$ cat config.mk
export PLATFORM = sky130hd
export DESIGN_NAME = duck_flight_ctrl
export DESIGN_NICKNAME = d
export VERILOG_FILES = /design/src/rtl/duck_flight_ctrl.sv
export SDC_FILE = /design/constraint.sdc
export NUM_CORES = 1
export LEC_CHECK = 0
export CORE_MARGIN = 2
export CORE_UTILIZATION = 28
export DETAILED_ROUTE_END_ITERATION = 6
export DONT_BUFFER_PORTS = 1
export HOLD_SLACK_MARGIN = 0.15
export SYNTH_ARGS = -nofsm -noshare
export SYNTH_HDL_FRONTEND = slang
export SYNTH_SLANG_ARGS = --single-unit
$ cat constraint.sdc
create_clock -name clk -period 4.9 [get_ports clk]
set_input_delay 0.98 -clock clk [delete_from_list [all_inputs] [get_ports clk]]
set_output_delay 0.98 -clock clk [all_outputs]
set_load 0.01 [all_outputs]
$ cat src/rtl/duck_flight_ctrl.sv
// Duck sprite flight controller: per-frame motion, animation and life cycle
// (IDLE -> FLY -> HIT -> FALL -> IDLE, or FLY -> escape -> IDLE).
module duck_flight_ctrl #(
  parameter int unsigned XMIN       = 0,
  parameter int unsigned XMAX       = 736,
  parameter int unsigned YSTART     = 480,
  parameter int unsigned YTOP       = 0,
  parameter int unsigned YGROUND    = 480,
  parameter int unsigned SPEED_X    = 2,
  parameter int unsigned SPEED_Y    = 1,
  parameter int unsigned FALL_SPEED = 4,
  parameter int unsigned ANIM_DIV   = 8,
  parameter int unsigned HIT_TICKS  = 30
) (
  input  logic        clk,
  input  logic        rst_n,
  input  logic        vsync,
  input  logic        start,
  input  logic [11:0] start_x,
  input  logic        start_dir,
  input  logic        hit,
  output logic [11:0] xpos,
  output logic [11:0] ypos,
  output logic [1:0]  frame_sel,
  output logic        invert,
  output logic        active,
  output logic        escaped,
  output logic        landed
);

  localparam int unsigned PW     = 12;
  localparam int unsigned AW     = PW + 1;
  localparam int unsigned ANIM_W = (ANIM_DIV > 2) ? $clog2(ANIM_DIV) : 1;
  localparam int unsigned HOLD_W = (HIT_TICKS > 2) ? $clog2(HIT_TICKS) : 1;

  // Limits and steps widened to the 13-bit arithmetic width so sums never wrap
  localparam logic [AW-1:0] XMIN_W    = AW'(XMIN);
  localparam logic [AW-1:0] XMAX_W    = AW'(XMAX);
  localparam logic [AW-1:0] YTOP_W    = AW'(YTOP);
  localparam logic [AW-1:0] YGROUND_W = AW'(YGROUND);
  localparam logic [AW-1:0] SPX_W     = AW'(SPEED_X);
  localparam logic [AW-1:0] SPY_W     = AW'(SPEED_Y);
  localparam logic [AW-1:0] FALL_W    = AW'(FALL_SPEED);

  localparam logic [ANIM_W-1:0] ANIM_LAST = ANIM_W'(ANIM_DIV - 1);
  localparam logic [ANIM_W-1:0] ANIM_ONE  = ANIM_W'(1);
  localparam logic [HOLD_W-1:0] HOLD_LAST = HOLD_W'(HIT_TICKS - 1);
  localparam logic [HOLD_W-1:0] HOLD_ONE  = HOLD_W'(1);

  typedef enum logic [1:0] {
    S_IDLE = 2'd0,
    S_FLY  = 2'd1,
    S_HIT  = 2'd2,
    S_FALL = 2'd3
  } state_t;

  state_t              state;
  logic                vsync_d;
  logic [ANIM_W-1:0]   anim_cnt;
  logic [HOLD_W-1:0]   hold_cnt;

  logic                tick;
  logic [AW-1:0]       x_ext;
  logic [AW-1:0]       y_ext;
  logic [AW-1:0]       x_right;
  logic [AW-1:0]       x_left;
  logic [AW-1:0]       x_left_lim;
  logic [AW-1:0]       y_up;
  logic [AW-1:0]       y_up_lim;
  logic [AW-1:0]       y_fall;

  // One-cycle frame tick on the rising edge of vsync
  assign tick = vsync & ~vsync_d;

  // Candidate positions and limits, all in 13 bits
  assign x_ext      = {1'b0, xpos};
  assign y_ext      = {1'b0, ypos};
  assign x_right    = x_ext + SPX_W;
  assign x_left     = x_ext - SPX_W;
  assign x_left_lim = XMIN_W + SPX_W;
  assign y_up       = y_ext - SPY_W;
  assign y_up_lim   = YTOP_W + SPY_W;
  assign y_fall     = y_ext + FALL_W;

  // Life-cycle FSM with registered sprite outputs and event pulses
  always_ff @(posedge clk) begin
    if (!rst_n) begin
      state     <= S_IDLE;
      vsync_d   <= 1'b0;
      anim_cnt  <= '0;
      hold_cnt  <= '0;
      xpos      <= PW'(XMIN);
      ypos      <= PW'(YSTART);
      frame_sel <= 2'd0;
      invert    <= 1'b0;
      active    <= 1'b0;
      escaped   <= 1'b0;
      landed    <= 1'b0;
    end else begin
      vsync_d <= vsync;
      escaped <= 1'b0;
      landed  <= 1'b0;
      case (state)
        S_IDLE: begin
          if (start) begin
            state     <= S_FLY;
            xpos      <= start_x;
            ypos      <= PW'(YSTART);
            invert    <= start_dir;
            frame_sel <= 2'd0;
            anim_cnt  <= '0;
            active    <= 1'b1;
          end
        end

        S_FLY: begin
          // A shot takes priority over any movement due on the same cycle
          if (hit) begin
            state     <= S_HIT;
            frame_sel <= 2'd3;
            hold_cnt  <= '0;
          end else if (tick) begin
            if (!invert) begin
              if (x_right >= XMAX_W) begin
                xpos   <= PW'(XMAX);
                invert <= 1'b1;
              end else begin
                xpos   <= x_right[PW-1:0];
              end
            end else begin
              if (x_ext <= x_left_lim) begin
                xpos   <= PW'(XMIN);
                invert <= 1'b0;
              end else begin
                xpos   <= x_left[PW-1:0];
              end
            end

            if (y_ext <= y_up_lim) begin
              ypos      <= PW'(YTOP);
              escaped   <= 1'b1;
              state     <= S_IDLE;
              active    <= 1'b0;
              frame_sel <= 2'd0;
            end else begin
              ypos <= y_up[PW-1:0];
              if (anim_cnt == ANIM_LAST) begin
                anim_cnt  <= '0;
                frame_sel <= (frame_sel == 2'd2) ? 2'd0 : frame_sel + 2'd1;
              end else begin
                anim_cnt  <= anim_cnt + ANIM_ONE;
              end
            end
          end
        end

        S_HIT: begin
          // Hold the hit pose for a fixed number of frames
          if (tick) begin
            if (hold_cnt == HOLD_LAST) begin
              state <= S_FALL;
            end else begin
              hold_cnt <= hold_cnt + HOLD_ONE;
            end
          end
        end

        S_FALL: begin
          if (tick) begin
            if (y_fall >= YGROUND_W) begin
              ypos      <= PW'(YGROUND);
              landed    <= 1'b1;
              state     <= S_IDLE;
              active    <= 1'b0;
              frame_sel <= 2'd0;
            end else begin
              ypos <= y_fall[PW-1:0];
            end
          end
        end

        default: begin
          state  <= S_IDLE;
          active <= 1'b0;
        end
      endcase
    end
  end

endmodule

; Yosys cells after proc, flatten, opt, wreduce, memory -nomap -nowiden
; Cells that the tools add are included.
[word_totals]
ff_bits = 41
latchBits = 0
ram_bits = 0
mem_bits_ro = 0
word_cells = 116
n_memories = 0
[classes]
add_sub_neg = 7
mul = 0
div_mod_pow = 0
order_cmp = 4
n_eq_ne = 20
n_shift = 0
muxes = 56
bitwise = 5
n_reduce_logical = 13
[op_table]
columns = op, n
row1 = 12-bit 2-to-1 mux, 12
row2 = 12-bit one-hot mux with 3 select lines, 1
row3 = 2-bit 2-to-1 mux, 14
row4 = 12-bit one-hot mux with 2 select lines, 1
row5 = 2-bit != test (second input constant), 11
row6 = 3-bit 2-to-1 mux, 5
row7 = 5-bit 2-to-1 mux, 3
row8 = 1-bit 2-to-1 mux, 14
row9 = 7-bit AND reduction, 2
row10 = 12-bit by 2-bit adder with 13-bit output (second input constant), 1
row11 = 12-bit by 3-bit adder with 13-bit output (second input constant), 1
row12 = 13-bit by 10-bit >= comparator with 1-bit output (second input constant), 1
row13 = 13-bit by 9-bit >= comparator with 1-bit output (second input constant), 1
row14 = 12-bit by 1-bit less-or-equal comparator with 1-bit output (second input constant), 1
row15 = 12-bit by 2-bit less-or-equal comparator with 1-bit output (second input constant), 1
row16 = 12-bit by 1-bit subtractor with 12-bit output (second input constant), 1
row17 = 12-bit by 2-bit subtractor with 12-bit output (second input constant), 1
row18 = 5-bit one-hot mux with 2 select lines, 1
row19 = 5-bit AND reduction, 2
row20 = 2-bit one-hot mux with 4 select lines, 1
row21 = 4-bit AND reduction, 2
row22 = 2-bit == test (second input constant), 3
row23 = 3-bit != test (second input constant), 2
row24 = 2-bit one-hot mux with 3 select lines, 1
row25 = 18 further kinds, 22

; Logic depth before layout (Yosys ltp)
; Gate-level depths: netlist (run 1).
[logic_depth]
ltp_word = 7
ltp_mapped = 10

; Worst setup path before layout (run 1)
; Ideal clock, no wire load.
[synth_path]
path_kind = input port to flip-flop
start = input hit
end = register xpos[3]
setup_time_ps = 83
arrival_ps = 2424
setup_slack_ps = 2393
path_stages = 5
path_cell_list = nor4bb_1 > o21bai_1 > or2_2 > or4b_2 > o221ai_1
[synth_via]
elab_chain_cells = 2
[synth_rtl]
columns = element, line
row1 = start: declaration, 21  ; input logic hit,
row2 = 2-bit != test (no source line), --
row3 = 4-bit AND reduction (no source line), --
row4 = end signal: assignment, 92  ; xpos <= PW'(XMIN);
row5 = end signal: assignment, 107  ; xpos <= start_x;
row6 = end signal: assignment, 125  ; xpos <= PW'(XMAX);
row7 = end: declaration, 22  ; output logic [11:0] xpos,
; No other way between the ends.
; A chain may end at the register's enable or synchronous reset.

; Final worst setup path (run 1)
[layout_path]
start = register state[0]
end = register ypos[2]
[layout_via]
elab_chain_cells = 3
word_cells_on_any_way = 10
classes_between = 6 x eq/ne / 1 x mux / 3 x reduce/logical
[layout_rtl]
columns = element, line
row1 = start: declaration, 57  ; state_t state;
row2 = start signal: assignment, 88  ; state <= S_IDLE;
row3 = start signal: assignment, 106  ; state <= S_FLY;
row4 = start signal: assignment, 119  ; state <= S_HIT;
row5 = "2-bit == test, or another cell as far along", 103  ; case (state)
row6 = 2-bit != test (no source line) / 3-bit nonzero test (equally long branches), --
row7 = 5-bit AND reduction (no source line), --
row8 = end signal: assignment, 93  ; ypos <= PW'(YSTART);
row9 = end signal: assignment, 108  ; ypos <= PW'(YSTART);
row10 = end signal: assignment, 140  ; ypos <= PW'(YTOP);
row11 = end: declaration, 23  ; output logic [11:0] ypos,
; Several ways; a longest one is shown, not always the timed one.

==> metrics.md, run 1 <==
| Metric | Value |
|---|---|
| CP max FO | 21 |
| Max-slew violation count | 0 |
| Count of flip-flops with a built-in enable after synthesis | 0 |
| Hpwl dp | 6.38 mm |
| Post-cts hold buffer count | 0 |
| Starting density of the core | 0.284 |
| Most frequently used flop master after synthesis | dfxtp_1 |
| Fraction of synthesized area in multiplexers | 0.00734 |
| Std cell rows | 37 |
| Number of optimization iterations in the first detailed-route pass | 5 |
| Compound-Gate Fraction of Synth Area | 0.257 |
| Post-Synth Adder-Cell Area | 0.0475 |
| Post-route cell area | 3060 sq um |
| Placement-stage cell area | 2940 sq um |
| Reg-to-Reg Start | state[0] |
| Cell depth of the worst hold path | 2 |
| IO Pins | 48 |
| Area contributors post-synth | dfxtp_1, nor2_1, ha_1, o21ai_0, a21oi_1 |
| Number of max-cap violations | 0 |
| Via count of the first global-routing pass | 2556 |
| Proportion of register bits with asynchronous set or reset after synthesis | 0 |
| Syn_area_per_cell | 7.54 sq um |
| Grt ovf | 0 |
| Number of antenna violations at the first check in global routing | 0 |
| Min-Delay Path Class | reg2reg |
| Cell type with the largest total area after synthesis | dfxtp_1 |
| Seq. cell area | 821 sq um |
| Count of endpoints failing hold in the final timing report | 0 |
| Count of nets left with antenna violations after detail routing | 0 |
| Area share of the largest cell type after synthesis | 0.283 |
| Multi-input combinational cell area | 1910 sq um |
| Net count after synthesis | 413 |
| Final routed DRC violation total | 0 |
| Aggregate negative setup slack | 0 ns |
| Pin slew with the least headroom to its limit | 0.788 ns |
| Number of standard cells after synthesis | 384 |
| Power Dens Cells | 317 nW/um^2 |
| Setup-violating endpoint count in the final report | 0 |
| Proportion of layout cells with a drive suffix above 1 | 0.0575 |
| Critical Path, Cell by Cell | nand2b_1 > nor3_1 > nand2_1 > o21ai_0 > nand2_1 > a31oi_1 |
| Shortest period the worst path allows | 2.82 ns |
| WS Path Type | reg2reg |
| Count of distinct cell types in the synthesized netlist | 62 |
| Hold wc startpoint | anim_cnt[2] |
| Area Overhead vs Synth | 5.70% |
| Post-route clock period utilization | 0.575 |
| Post-synthesis sequential element count | 41 |
| Max frequency | 0.355 GHz |
| Instance count after placement with tap cells included | 493 |
| Part of the Yosys area used for sequential elements | 0.283 |
| Endpoint of the worst-slack reg-to-reg timing path | ypos[2] |
| Worst IR Drop VDD | 0.125 mV |
| Starting DRT DRC Count | 314 |
| Placer's final routability congestion estimate | 0.885 |
| TritonCTS clock tree | yes |
| Bufs on Longest Clock Path | 2 |
| Pleak | 1.08 nW |
| Final #Nets | 393 |
| Total of cells resized after clock tree synthesis | 0 |
| N_diodes | 0 |
| Data arrival time of the worst path | 3.03 ns |
| Result of the run | completed |
| Post-CTS Setup Bufs | 0 |
| Height of the chip | 106 microns |
| Post-synthesis cell area | 2900 sq um |
| Horizontal die dimension | 106 microns |
| Largest family of logic cells by synthesized area | simple AND/OR/NAND/NOR gates |
| Critical Path Source Type | flop |
| Cell with the most instances after synthesis | dfxtp_1 |
| Hold Path End | anim_cnt[2] |
| Most used standard cells in the synthesized netlist | dfxtp_1, nor2_1, o21ai_0 |
| TritonCTS Buffers | 5 |
| Fill cells | 1115 |
| Data required time of the worst path | 5.11 ns |
| Detailed-route wire length per cell | 17.4 microns |
| Critical path's slowest cell | dfxtp_1 |
| Later-pin clock latency in the skew report | 0.29 ns |
| Layout Cells excl Fill | 501 |
| Post-Route WL | 8.70 mm |
| Count of clock tree sinks | 41 |
| Area share of xor/xnor cells in the synthesized design | 0.0605 |
| Maximum number of pins on one net before global-route repair | 23 |
| Global-route total usage across every layer | 0.154 |
| Slew headroom | 0.474 |
| CP peak stage delay | 0.79 ns |
| Cell at the root of the clock tree | clkbuf_8 |
| Depth of the worst register-to-register path | 6 |
| Setup repair after global routing missed its margin | false |
| Cell type with the highest occurrence count on the critical path | nand2_1 |
| Count of buffers from port buffering | 0 |
| Reg-to-reg slack, setup | 2.08 ns |
| Hold Slack | 0.521 ns |
| Maximum level of the CTS H-tree | 2 |
| Warnings from Yosys | 0 |
| Simple-gate share of the synthesized area | 0.285 |
| Maximum clock skew at final layout | 0.00554 ns |
| Detail-routed via count per cell | 5.80 |
| Clk slew on worst S/H paths | 0.09 ns |
| First-pass GRT wire length | 13.9 mm |
| Critical Path End Type | flop |
| Die footprint | 11200 sq um |
| Core ar. | 10200 sq um |
| Vias post-DR | 2904 |
-- cell families (layout without fill, tap and decap cells) --
logic type	count (synthesis)	in the layout
simple gates	159	159
compound gates	112	112
flops	41	41
buf+inv	39	20
xor+xnor	20	20
fa+ha+maj	11	11
mux	2	2
-- stage by stage --
stage	setup slack, ns	util	power (mW)
after global routing	1.77	0.301	1.03
after detailed placement	2.03	0.289	0.679
after global placement	2.12	0.289	0.678
after floorplan	2.39	-	0.622
final	2.08	0.301	0.969
after CTS	2.20	0.301	0.976
-- cell type report --
class / count / share of cell area
multi-input combinational: 304 / 0.622
sequential: 41 / 0.268
tap: 136 / 0.0556
clock buffer: 6 / 0.0270
inverter: 12 / 0.0147
clock inverter: 2 / 0.0123
-- metal layers --
metal,vias up,global-route usage,routed length [microns]
met1,1361,0.208,3630
met4,0,0.0235,42
met3,4,0.0594,1050
met2,153,0.239,3980
li1,1386,-,-
met5,-,0,0
-- power by group --
part / internal, mW / total [mW] / switching (mW)
Sequential: 0.357 / 0.429 / 0.0714
Combinational: 0.0971 / 0.249 / 0.152
Clock: 0.166 / 0.291 / 0.126
-- worst max-delay path by stage --
stage,startpoint,to,slack [ns]
after floorplan,hit,xpos[3],2.39
after global placement,hit,xpos[3],2.12
after detailed placement,hit,xpos[3],2.03
after CTS,state[0],ypos[2],2.20
after global routing,state[0],ypos[9],1.77
final,state[0],ypos[2],2.08
-- worst max-delay path: cells and delay by family (launching register included) --
kind / cells / cell delay, ns
flip-flops: 1 / 0.79
AND/OR/NAND/NOR: 4 / 1.53
AO/OA/AOI/OAI: 2 / 0.41
-- state kept, by name (all words and copies together), names as in the netlist, named ones only --
register	count
active	1
anim_cnt	3
escaped	1
frame_sel	2
hold_cnt	5
invert	1
landed	1
state	1
vsync_d	1
xpos	12
ypos	12
-- layout by cell type, fill, tap and decap left out, drive strengths merged, types with 3 or more instances in the layout --
master / count
xnor2: 13
inv: 11
or3: 6
and2: 5
nand4: 7
or4b: 3
dfxtp: 41
a31oi: 9
o221ai: 4
nor3: 22
o31ai: 3
a21oi: 24
o21ai: 28
nand2: 25
a22oi: 4
nor2b: 5
or4: 3
and3: 7
nand2b: 6
o211ai: 8
xor2: 7
nor4: 5
o21a: 3
clkbuf: 6
ha: 11
nand3: 16
a211oi: 4
nor2: 40
Power figures use the tool's default switching activity.
==> run 2: changes to the inputs <==
--- a/config.mk
+++ b/config.mk
@@ -5,6 +5,7 @@
 export SDC_FILE = /design/constraint.sdc
 export NUM_CORES = 1
 export LEC_CHECK = 0
+export ABC_AREA = 1
 export CORE_MARGIN = 2
 export CORE_UTILIZATION = 28
 export DETAILED_ROUTE_END_ITERATION = 6
==> constraint.sdc (replaced) <==
create_clock -name clk -period 2.45 [get_ports clk]
set_input_delay 0.49 -clock clk [delete_from_list [all_inputs] [get_ports clk]]
set_output_delay 0.49 -clock clk [all_outputs]
set_load 0.01 [all_outputs]
==> run 2 against run 1 <==
  * Register-to-register slack worse by 1.7 ns
  * Largest cell class unchanged
  * Die area up 6.5%
  * Sequential share of layout area is 2.1 points lower
  * Hold slack got worse by 0.25 ns
  * Critical endpoint is now ypos[8]
==> metrics.md, run 2 <==
| Metric | Value |
|---|---|
| Clk slew on worst S/H paths | 0.08 ns (about the same) |
| Cell with the most instances after synthesis | nand2_1 |
| Maximum level of the CTS H-tree | 2 (unchanged) |
| Power Dens Cells | 1240 nW/um^2 (+290%) |
| Post-Route WL | 8.58 mm (-1.3%) |
| Setup repair after global routing missed its margin | false |
| First-pass GRT wire length | 13.8 mm (-0.19%) |
| Max frequency | 0.473 GHz (+33%) |
| Std cell rows | 38 (+2.7%) |
| Post-route cell area | 3320 sq um (+8.4%) |
| Proportion of register bits with asynchronous set or reset after synthesis | 0 (unchanged) |
| Area Overhead vs Synth | 7.37% |
| Aggregate negative setup slack | 0 ns (unchanged) |
| Hold wc startpoint | hit |
| Warnings from Yosys | 0 (unchanged) |
| Maximum clock skew at final layout | 0.00922 ns (+0.00368 ns) |
| Depth of the worst register-to-register path | 12 (+6) |
| Post-Place Setup Slack | 0.320 ns (-1.71 ns) |
| Net Switching | 2.19 mW (+530%) |
| Reg-to-Reg Start | ypos[3] |
| Area contributors post-synth | dfxtp_1, nand2_1, inv_1, a21oi_1, nor2_1 |
| Min-Delay Path Class | in2reg |
| Later-pin clock latency in the skew report | 0.30 ns (about the same) |
| Most used standard cells in the synthesized netlist | nand2_1, inv_1, nor2_1 |
| TritonCTS clock tree | yes |
| Number of max-cap violations | 0 (unchanged) |
| Max-slew violation count | 0 (unchanged) |
| Cell at the root of the clock tree | clkbuf_8 |
| Count of distinct cell types in the synthesized netlist | 43 (-31%) |
| Hold Slack | 0.267 ns (-0.253 ns) |
| Hpwl dp | 6.70 mm (+5.0%) |
| Core occupancy in the finished layout | 0.308 (+0.00695) |
| Registers with the most flip-flops | xpos x12, ypos x12, hold_cnt x5 |
| Count of endpoints failing hold in the final timing report | 0 (unchanged) |
| Slew headroom | 0.623 (+0.149) |
| Die footprint | 11900 sq um (+6.5%) |
| Detail-routed via count per cell | 4.91 (-15%) |
| Reg-to-reg slack, setup | 0.34 ns (-1.74 ns) |
| Number of standard cells after synthesis | 474 (+23%) |
| Starting DRT DRC Count | 236 (-25%) |
| Most common library cell in the layout ignoring fill and taps | nand2_1 |
| N_diodes | 0 (unchanged) |
| Cell type with the largest total area after synthesis | dfxtp_1 |
| Post-layout total power | 4.11 mW (+320%) |
| Count of flip-flops with a built-in enable after synthesis | 0 (unchanged) |
| Net count after synthesis | 503 (+22%) |
| Bufs on Longest Clock Path | 2 (unchanged) |
| Shortest period the worst path allows | 2.11 ns (-0.706 ns) |
| Detailed-route wire length per cell | 14.0 microns (-19%) |
| Layout Cells excl Fill | 613 (+22%) |
| Area share of the largest cell type after synthesis | 0.265 (-0.0179) |
| Placement-stage cell area | 3220 sq um (+9.4%) |
| Count of clock tree sinks | 41 (unchanged) |
| Data arrival time of the worst path | 2.31 ns (-0.72 ns) |
| Number of optimization iterations in the first detailed-route pass | 5 (unchanged) |
| Via count of the first global-routing pass | 2839 (+11%) |
| Most frequently used flop master after synthesis | dfxtp_1 |
| Critical Path Source Type | flop |
| Internal power | 1.92 mW (+210%) |
| Count of buffers from port buffering | 0 (unchanged) |
| Height of the chip | 109 microns (+3.2%) |
| Total of cells resized after clock tree synthesis | 0 (unchanged) |
| Seq pwr share | 0.322 (-0.120) |
| Pleak | 1.40 nW (+29%) |
| WS Path Type | reg2reg |
| IO Pins | 48 (unchanged) |
| Result of the run | completed |
| Post-route clock period utilization | 0.862 (+0.287) |
| Pin slew with the least headroom to its limit | 0.565 ns (-0.223 ns) |
| Syn_area_per_cell | 6.52 sq um (-14%) |
| Instance count after placement with tap cells included | 605 (+23%) |
| Final routed DRC violation total | 0 (unchanged) |
| Worst IR Drop VDD | 0.347 mV (+180%) |
| Clock network fraction of design power | 0.125 (-0.176) |
| Post-CTS Setup Bufs | 0 (unchanged) |
| Part of the Yosys area used for sequential elements | 0.265 (-0.0179) |
| Starting density of the core | 0.286 (+0.00206) |
| Final #Nets | 501 (+27%) |
| Global-route total usage across every layer | 0.148 (-0.00597) |
| TritonCTS Buffers | 5 (unchanged) |
| Placer's final routability congestion estimate | 0.829 (-6.3%) |
| Proportion of layout cells with a drive suffix above 1 | 0.101 (+0.0439) |
| CP max FO | 5 (-76%) |
| Net switching fraction of the power | 0.533 (+0.173) |
| Maximum number of pins on one net before global-route repair | 17 (-26%) |
| Slack of the critical path | 0.338 ns (-1.74 ns) |
| Setup-violating endpoint count in the final report | 0 (unchanged) |
| Endpoint of the worst-slack reg-to-reg timing path | ypos[8] |
| Post-synthesis sequential element count | 41 (unchanged) |
| Count of nets left with antenna violations after detail routing | 0 (unchanged) |
| Post-cts hold buffer count | 0 (unchanged) |
| Combinational share of power | 0.553 (+0.296) |
| Hold Path End | escaped |
| Cell depth of the worst hold path | 1 (-1) |
| Horizontal die dimension | 109 microns (+3.2%) |
| Data required time of the worst path | 2.65 ns (-2.46 ns) |
| Leading cell types in the layout, fill and taps excluded | nand2_1, inv_1, nor2_1, dfxtp_1, a21oi_1 |
| Grt ovf | 0 (unchanged) |
| Vias post-DR | 3010 (+3.7%) |
| Critical Path End Type | flop |
| Core ar. | 10800 sq um (+6.0%) |
| Number of antenna violations at the first check in global routing | 0 (unchanged) |
| Post-synthesis cell area | 3090 sq um (+6.7%) |
run 2: power groups by stage:
stage                     Sequential (mW)  Combinational, mW  Clock, mW
final                                1.32               2.27      0.515
after global routing                 1.37               2.57      0.556
after CTS                            1.32               2.27      0.533
after global placement               1.33               2.24          0
after floorplan                      1.14               1.92          0
after detailed placement             1.34               2.25          0
run 2: cell type report:
type	count	area (sq um)
multi-input combinational	353	1920
sequential	41	821
clock inverter	1	5.00
timing repair buffer	8	60.1
fill	1163	7470
tap	140	175
inverter	63	239
clock buffer	7	96.3
run 2: how the worst max path moves through the flow:
stage          startpoint  endpoint  slack (ns)  depth (start not counted)
2_1_floorplan     ypos[2]   ypos[7]        0.58                         12
3_3_place_gp      ypos[2]   ypos[8]        0.37                         12
3_5_place_dp      ypos[3]   ypos[4]        0.32                         11
4_1_cts           ypos[3]   ypos[4]        0.30                         11
5_1_grt           ypos[3]   ypos[1]        0.05                         11
6_report          ypos[3]   ypos[8]        0.34                         12
run 2: cell families after synthesis:
family / synth area share
buffers and inverters: 0.113
AND/OR/NAND/NOR: 0.359
XOR/XNOR: 0.0676
AO/OA/AOI/OAI: 0.151
adder cells (fa/ha/maj): 0.0445
flip-flops: 0.265
run 2: critical path, stage by stage (launching register included):
cell and delay, ns:
dfxtp_1 0.46, ha_1 0.26, nand3_1 0.11, nor2_1 0.27, nand3_1 0.11, nand2_1 0.08
nand3_1 0.08, nor2_2 0.16, nand2_1 0.12, inv_2 0.09, a21oi_1 0.06, o21ai_1 0.15
nand2_1 0.06
run 2: routing by layer:
| metal | wire, microns | vias up | GRT usage |
|---|---|---|---|
| li1 | - | 1540 | - |
| met1 | 3800 | 1379 | 0.188 |
| met2 | 4010 | 86 | 0.245 |
| met3 | 738 | 5 | 0.0442 |
| met4 | 38 | 0 | 0.0385 |
| met5 | 0 | - | 0 |
